`src/rtl/wbtimer_pkg.sv`:
```
// Shared definitions for the Wishbone timer: register offsets, CTRL/STATUS bit
// positions and a byte-lane merge helper.
package wbtimer_pkg;

  // Register offsets, decoded from wb_adr_i[2:0].
  localparam logic [2:0] REG_CTRL     = 3'd0;
  localparam logic [2:0] REG_PRESCALE = 3'd1;
  localparam logic [2:0] REG_COUNT    = 3'd2;
  localparam logic [2:0] REG_RELOAD   = 3'd3;
  localparam logic [2:0] REG_STATUS   = 3'd4;

  // CTRL bit positions.
  localparam int unsigned CTRL_EN     = 0;
  localparam int unsigned CTRL_RELOAD = 1;
  localparam int unsigned CTRL_IRQEN  = 2;

  // STATUS bit positions.
  localparam int unsigned STATUS_PEND = 0;

  // Replace the bytes of old_val selected by sel with those of new_val.
  function automatic logic [31:0] apply_sel(input logic [31:0] old_val,
                                            input logic [31:0] new_val,
                                            input logic [3:0]  sel);
    logic [31:0] res;
    res = old_val;
    for (int i = 0; i < 4; i++) begin
      if (sel[i]) res[i*8 +: 8] = new_val[i*8 +: 8];
    end
    return res;
  endfunction

endpackage

```
`src/rtl/wbtimer_prescaler.sv`:
```
// Prescaler for the Wishbone timer: counts 0..prescale_i while enabled and
// flags a tick in the cycle the count sits at prescale_i.
module wbtimer_prescaler #(
  parameter int unsigned PW = 16
) (
  input  logic          clk_i,
  input  logic          rst_ni,
  input  logic          en_i,
  input  logic          clear_i,
  input  logic [PW-1:0] prescale_i,
  output logic          tick_o
);

  logic [PW-1:0] cnt_q, cnt_d;
  logic          at_top;

  assign at_top = (cnt_q == prescale_i);
  assign tick_o = en_i & at_top;

  // Next count: wrap at the top, hold at zero while disabled or cleared.
  always_comb begin
    cnt_d = cnt_q + PW'(1);
    if (clear_i || !en_i || at_top) cnt_d = '0;
  end

  // Count register.
  always_ff @(posedge clk_i or negedge rst_ni) begin
    if (!rst_ni) cnt_q <= '0;
    else         cnt_q <= cnt_d;
  end

endmodule

```
`src/rtl/wbtimer.sv`:
```
// Wishbone-slave down-counter timer with prescaler, auto-reload and a level
// interrupt. Bus decode and the counter live here; the prescaler is separate.
module wbtimer
  import wbtimer_pkg::*;
#(
  parameter int unsigned AW = 30,
  parameter int unsigned DW = 32,
  parameter int unsigned PW = 16
) (
  input  logic            wb_clk_i,
  input  logic            wb_reset_ni,
  input  logic [AW-1:0]   wb_adr_i,
  input  logic [DW-1:0]   wb_dat_i,
  output logic [DW-1:0]   wb_dat_o,
  input  logic            wb_we_i,
  input  logic [DW/8-1:0] wb_sel_i,
  input  logic            wb_cyc_i,
  input  logic            wb_stb_i,
  output logic            wb_ack_o,
  output logic            irq_o
);

  logic [2:0]    adr;
  logic          req, wr;
  logic          wr_ctrl, wr_prescale, wr_count, wr_reload, wr_status;
  logic          tick, tick_eff, psc_clear;
  logic          en_q, en_d, arl_q, arl_d, irqen_q, irqen_d, pend_q, pend_d;
  logic [PW-1:0] prescale_q, prescale_d, prescale_wval;
  logic [31:0]   count_q, count_d, reload_q, reload_d;
  logic          ack_q;
  logic [DW-1:0] dat_q, dat_d, rdata;
  logic [31-PW:0] unused_prescale_hi;
  logic          unused_adr;

  assign unused_adr = ^wb_adr_i[AW-1:3];
  assign adr        = wb_adr_i[2:0];

  // A request is only taken while ack is low, giving one ack per transfer.
  assign req         = wb_cyc_i & wb_stb_i & ~ack_q;
  assign wr          = req & wb_we_i;
  assign wr_ctrl     = wr & (adr == REG_CTRL);
  assign wr_prescale = wr & (adr == REG_PRESCALE);
  assign wr_count    = wr & (adr == REG_COUNT);
  assign wr_reload   = wr & (adr == REG_RELOAD);
  assign wr_status   = wr & (adr == REG_STATUS);

  assign {unused_prescale_hi, prescale_wval} = apply_sel(32'(prescale_q), wb_dat_i, wb_sel_i);

  // Prescaler restarts on COUNT/PRESCALE writes and when EN is switched on.
  assign psc_clear = wr_count | wr_prescale |
                     (wr_ctrl & wb_sel_i[0] & wb_dat_i[CTRL_EN] & ~en_q);

  wbtimer_prescaler #(
    .PW (PW)
  ) u_prescaler (
    .clk_i      (wb_clk_i),
    .rst_ni     (wb_reset_ni),
    .en_i       (en_q),
    .clear_i    (psc_clear),
    .prescale_i (prescale_q),
    .tick_o     (tick)
  );

  // A bus write to COUNT or CTRL swallows a coincident tick entirely.
  assign tick_eff = tick & ~wr_ctrl & ~wr_count;

  // Read mux: register contents as seen in the request cycle.
  always_comb begin
    rdata = '0;
    case (adr)
      REG_CTRL: begin
        rdata[CTRL_EN]     = en_q;
        rdata[CTRL_RELOAD] = arl_q;
        rdata[CTRL_IRQEN]  = irqen_q;
      end
      REG_PRESCALE: rdata = 32'(prescale_q);
      REG_COUNT:    rdata = count_q;
      REG_RELOAD:   rdata = reload_q;
      REG_STATUS:   rdata[STATUS_PEND] = pend_q;
      default:      rdata = '0;
    endcase
  end

  // Register next-state: W1C first so a same-cycle expiry still sets PEND,
  // then the tick, then bus writes (which only coincide with a dropped tick).
  always_comb begin
    en_d       = en_q;
    arl_d      = arl_q;
    irqen_d    = irqen_q;
    pend_d     = pend_q;
    prescale_d = prescale_q;
    count_d    = count_q;
    reload_d   = reload_q;
    dat_d      = req ? rdata : '0;

    if (wr_status && wb_sel_i[0] && wb_dat_i[STATUS_PEND]) pend_d = 1'b0;

    if (tick_eff) begin
      if (count_q != 32'd0) begin
        count_d = count_q - 32'd1;
      end else begin
        pend_d = 1'b1;
        if (arl_q) count_d = reload_q;
        else       en_d    = 1'b0;
      end
    end

    if (wr_ctrl && wb_sel_i[0]) begin
      en_d    = wb_dat_i[CTRL_EN];
      arl_d   = wb_dat_i[CTRL_RELOAD];
      irqen_d = wb_dat_i[CTRL_IRQEN];
    end
    if (wr_prescale) prescale_d = prescale_wval;
    if (wr_count)    count_d    = apply_sel(count_q, wb_dat_i, wb_sel_i);
    if (wr_reload)   reload_d   = apply_sel(reload_q, wb_dat_i, wb_sel_i);
  end

  // State and registered bus outputs.
  always_ff @(posedge wb_clk_i or negedge wb_reset_ni) begin
    if (!wb_reset_ni) begin
      en_q       <= 1'b0;
      arl_q      <= 1'b0;
      irqen_q    <= 1'b0;
      pend_q     <= 1'b0;
      prescale_q <= '0;
      count_q    <= '0;
      reload_q   <= '0;
      ack_q      <= 1'b0;
      dat_q      <= '0;
    end else begin
      en_q       <= en_d;
      arl_q      <= arl_d;
      irqen_q    <= irqen_d;
      pend_q     <= pend_d;
      prescale_q <= prescale_d;
      count_q    <= count_d;
      reload_q   <= reload_d;
      ack_q      <= req;
      dat_q      <= dat_d;
    end
  end

  assign wb_ack_o = ack_q;
  assign wb_dat_o = dat_q;
  assign irq_o    = pend_q & irqen_q;

endmodule

```
`config.mk`:
```
export PLATFORM = sky130hd
export DESIGN_NAME = wbtimer
export DESIGN_NICKNAME = d
export VERILOG_FILES = /design/src/rtl/wbtimer_pkg.sv /design/src/rtl/wbtimer_prescaler.sv /design/src/rtl/wbtimer.sv
export SDC_FILE = /design/constraint.sdc
export NUM_CORES = 1
export LEC_CHECK = 0
export BUFFER_PORTS_ARGS = -buffer_cell sky130_fd_sc_hd__buf_4
export CORE_MARGIN = 2
export CORE_UTILIZATION = 62
export CTS_CLUSTER_SIZE = 12
export DETAILED_ROUTE_END_ITERATION = 6
export GPL_TIMING_DRIVEN = 0
export PLACE_DENSITY = 0.88
export SYNTH_ARGS = -nofsm -noshare
export SYNTH_HDL_FRONTEND = slang
export SYNTH_SLANG_ARGS = --single-unit
```
`constraint.sdc`:
```
create_clock -name wb_clk_i -period 4.4 [get_ports wb_clk_i]
set_input_delay 0.22 -clock wb_clk_i [delete_from_list [all_inputs] [get_ports wb_clk_i]]
set_output_delay 0.22 -clock wb_clk_i [all_outputs]
set_load 0.02 [all_outputs]
```
# Word-level counts from Yosys, hierarchy flattened
# Index checks and enable logic that the tools add are counted.
# totals
latchBits,0
elab_cells,93
mem_count,0
romBits,0
output_inout_bits,34
ramBits,0
input_bits,71
register_bits,133
# classes
n_mul,0
shift,0
reduce_logical,22
div_mod_pow,0
magnitude_cmp,0
n_eq_ne,11
addsub,2
n_mux,20
n_bitwise,21
# ops
cell,n
$mux 32,5
$pmux 29 s3,1
$mux 8,4
$reduce_bool 32->1,1
$sub 32x1->32 const B,1
$add 16x1->16 const B,1
$eq 16x16->1,1
$mux 16,1
$and 1x1->1,15
$reduce_and 3->1,5
$reduce_and 2->1,6
$ne 2x2->1 const B,4
$pmux 2 s4,1
$mux 1,7
$eq 3x2->1 const B,2
$pmux 1 s5,1
$ne 2x1->1 const B,2
$not 1->1,4
$reduce_bool 2->1,2
$eq 3x1->1 const B,1
$eq 3x3->1 const B,1
$logic_and 1x1->1,3
$logic_not 3->1,1
$reduce_bool 3->1,1
3 further kinds,5

# Longest topological paths before layout
# logic_depth
ltp_word,11
depth_mapped,10
mapped_depth_nobuf,9

# Hierarchy
# Synthesis repeated with hierarchy kept, for this count alone.
# hier_totals
cells_unflattened,709
area_unflattened_um2,7111.8
# modules_own_cells
mod,area_each_um2,cells_per_inst,seq_area_each_um2,instances
wbtimer,6108.4,606,2927.8,1
wbtimer_prescaler,1003.5,103,400.4,1

# Least setup slack after synthesis
# No wires, ideal clock.
# synth_timing
kind,register to register
start,register count_q[0]
end,register count_q[12]
setup_slack_ns,2.135
synth_period_minus_slack_ns,2.265
arrival_ns,2.200
path_buffers,0
setup_time_ns,0.065
required_ns,4.335
stages_incl_launch_ff,10
cell_sequence,dfrtp_1 inv_1 ha_1 nor3b_2 nand2_2 or4b_4 xnor2_1 nor2_1 o311ai_2 o21a_1
# synth_between
elab_chain_len,4
elab_cells_between_ends,7
cone_classes,add/sub: 1; mux: 3; reduce/logical: 3
# synth_lines
item,line_no,text
from (decl),wbtimer.sv:29,"logic [31:0] count_q, count_d, reload_q, reload_d;"
from (signal assigned),wbtimer.sv:136,count_q <= count_d;
$sub 32x1->32 / $reduce_bool 32->1 (equally long branches),"wbtimer.sv:100, wbtimer.sv:99",
$mux 32,wbtimer.sv:99,if (count_q != 32'd0) begin
$mux 32,wbtimer.sv:98,if (tick_eff) begin
$mux 32,wbtimer.sv:114,"if (wr_count) count_d = apply_sel(count_q, wb_dat_i, wb_sel_i);"
# Parallel ways exist; a longest one is shown, timed or not. The select of a mux whose other input is x is not followed.
# A chain may end at the register's enable or synchronous reset.

# Worst setup path after layout
# layout_timing
start,register count_q[27]
end,register count_q[22]
# layout_between
elab_chain_len,4
elab_cells_between_ends,6
cone_classes,mux: 3; reduce/logical: 3
# layout_lines
item,line_no
$reduce_bool 32->1 (*),wbtimer.sv:99
$mux 32,wbtimer.sv:99
$mux 32,wbtimer.sv:98
$mux 32,wbtimer.sv:114
# Mark *: on every way between the ends. The rest lies on a longest branch, timed or not. The select of a mux whose other input is x is not followed.

==> impl_results.md <==
- Detailed Routing Iterations Pass 1: 6
- FF+latch count, synth: 133
- Routed WL: 20100 um
- Final setup vio count: 0
- Synth top area share: 0.482
- F_max: 0.348 GHz
- Pin count of the biggest net entering global routing: 96
- Synthesized netlist net count: 761
- Number of synthesized flops with an enable pin: 0
- Die Height: 109 um
- Crit. End Element: flop
- Worst-Margin Slew: 1.04 ns
- RSZ-0062 raised after global routing: false
- HP Start: wb_dat_i[0]
- Fin Setup TNS: 0 ns
- Hold WC Path Type: primary input to flop
- Worst Setup SP: count_q[27]
- Initial Util: 0.637
- Post-Syn Area: 6900 um^2
- CP startpoint kind: flop
- Hold_ws: 0.00717 ns
- CP delay by family, top: simple AND/OR/NAND/NOR gates
- Top_reg_cell synth: dfrtp_1
- Slew Viols, Final: 0
- Remaining global-route overflow: 0
- Data arrival, critical path: 3.31 ns
- Clock tree buffer depth: 2
- Vias in the first global route: 6317
- Bufs and invs on worst path: 2
- Slowest stage delay, CP: 0.59 ns
- DRT iter0 DRCs: 842
- Tmin final: 2.87 ns
- Synth area leader: dfrtp_1
- Setup ws final: 1.53 ns
- Syn Inst Count: 687
- Buffers added on ports: 76
- DP Worst Slack: 1.79 ns
- CP cell instances: buf_6 -> nor4_1 -> and3_2 -> nand3_1 -> clkbuf_1 -> o21ai_0 -> a21oi_1 -> a21oi_1 -> a21oi_1
- Leakage: 3.94 nW
- Root Driver: clkbuf_8
- H-Tree Level Count: 4
- Dominant cells by area after synthesis: dfrtp_1, mux2_2, nor2_1, a21oi_1, xnor2_1
- Top-count cell post-synth: dfrtp_1
- Synth async-reset ratio: 1.00
- Die ar.: 12000 um^2
- Peak VDD IR: 0.309 mV
- YS warnings: 0
- Req. time, crit path: 4.83 ns
- Max Clock Skew: 0.00549 ns
- Share of layout cells above drive strength 1: 0.232
- IO Pins: 105
- Commonest cells post-synth: dfrtp_1, nor2_1, mux2_2
- Site row count: 38
- Num CTS Buffers: 17
- Chip width: 109 um
- Distinct cells, synth: 61
- Register area share after synthesis: 0.482
- Pwr Density: 457 nW/um^2
- Vias: 6439
- Crit path max fanout: 10
- Ratio of final minimum period to clock period: 0.653
- Clock-pin slew on the worst setup and hold paths: 0.06 ns
- Initial antenna violation count: 0
- Vias per cell: 6.65
- Slowest CP cell: nor4_1
- Gr usage total: 0.355
- Clock Latency Late Sink: 0.55 ns
- Average size of a mapped cell: 10.0 um^2
- R2R Path Start: count_q[27]
- Nets: 889
- ANT cells: 0
- Routability congestion estimate from global placement: 0.950
- Clock Sink Count: 133
- Slew HR: 0.294
- Post-DP HPWL: 13000 um
- First-pass GRT wire length: 31900 um
- Residual DRC: 0
- Post-route ant nets: 0
- Area grow syn2layout: 24.5%
- Crit-path most repeated cell: a21oi_1
- CP Class: flop to flop
- Post-DR wirelength/cell: 20.8 um
- Status: complete, no violations
- # Max-Cap Violations: 0
- Hold Fails Final Rpt: 0
- Std-Cell Core Area: 10800 um^2
- TritonCTS clock tree: built
-- worst paths after layout --
| kind | end | slack (ns) | cells past startpoint |
|---|---|---|---|
| setup / recovery | count_q[22] | 1.53 | 9 |
| hold / removal | prescale_q[0] | 0.007 | 3 |
| setup reg to reg | count_q[22] | 1.53 | 9 |
| hold reg to reg | reload_q[0] | 0.51 | 2 |
| max in group asynchronous | reload_q[26] | 3.49 | 3 |
| min in group asynchronous | u_prescaler.cnt_q[9] | 0.14 | 2 |
-- cells by family after synthesis --
kind of cell             share of synthesized area
flip-flops                                   0.482
multiplexers                                 0.104
AND/OR/NAND/NOR                              0.156
adder cells (fa/ha/maj)                    0.00544
buffers and inverters                       0.0328
AO/OA/AOI/OAI                                0.153
XOR/XNOR                                    0.0660
-- report_power, final --
part	switching [mW]	internal [mW]
sequential	0.231	1.40
combinational	0.457	0.411
clock	0.522	0.904
-- per-stage QoR --
stage,power [mW],std cells,util,cell area [um^2]
floorplan,2.17,687,-,6900
global placement,2.37,903,0.705,7650
detailed placement,2.42,904,0.708,7680
CTS,3.88,968,0.792,8590
global route,4.07,968,0.792,8590
finish,3.93,968,0.792,8590
-- timing repair --
item | 4_1_cts | 5_1_grt
endpoints found under the setup margin | 0 | 0
gates resized for setup | 0 | 0
hold buffers | 32 | 0
endpoints found under the hold margin | 98 | 0
buffers inserted | 0 | 0
-- tightest hold or removal path, stage by stage --
cell and delay (ns):
buf_4 0.10, inv_1 0.06, o21ai_0 0.14
-- layout by cell type, fill, tap and decap left out, types with 20 or more instances in the layout --
cell / instances
clkbuf_1: 33
o21ai_0: 24
dlygate4sd3_1: 32
a22oi_1: 31
a21oi_1: 54
nand2_1: 49
xnor2_1: 28
dfrtp_1: 133
xor2_1: 24
nor2_1: 92
nand3_1: 20
mux2_2: 62
buf_4: 78
-- flip-flops by register name, summed over array words and instances, names as in the netlist, 16 cells and up --
| name | flops |
|---|---|
| count_q | 32 |
| reload_q | 32 |
| wb_dat_o | 32 |
| prescale_q | 16 |
| u_prescaler.cnt_q | 16 |
-- area by class of cell --
type / instances / area (um^2)
Clock inverter: 9 / 125
Inverter: 9 / 33.8
Timing Repair Buffer: 109 / 922
Buffer: 41 / 193
Fill cell: 639 / 2250
Multi-Input combinational cell: 504 / 3350
Tap cell: 140 / 175
Sequential cell: 133 / 3330
Clock buffer: 23 / 467
-- routing by layer --
| layer | routed length [um] | global-route usage | up-vias | share of wire |
|---|---|---|---|---|
| li1 | - | - | 2731 | - |
| met1 | 7630 | 0.470 | 3066 | 0.38 |
| met2 | 9380 | 0.545 | 510 | 0.47 |
| met3 | 2100 | 0.0741 | 132 | 0.10 |
| met4 | 1020 | 0.201 | 0 | 0.051 |
| met5 | 0 | 0 | - | 0 |
Power figures use the tool's default switching activity.
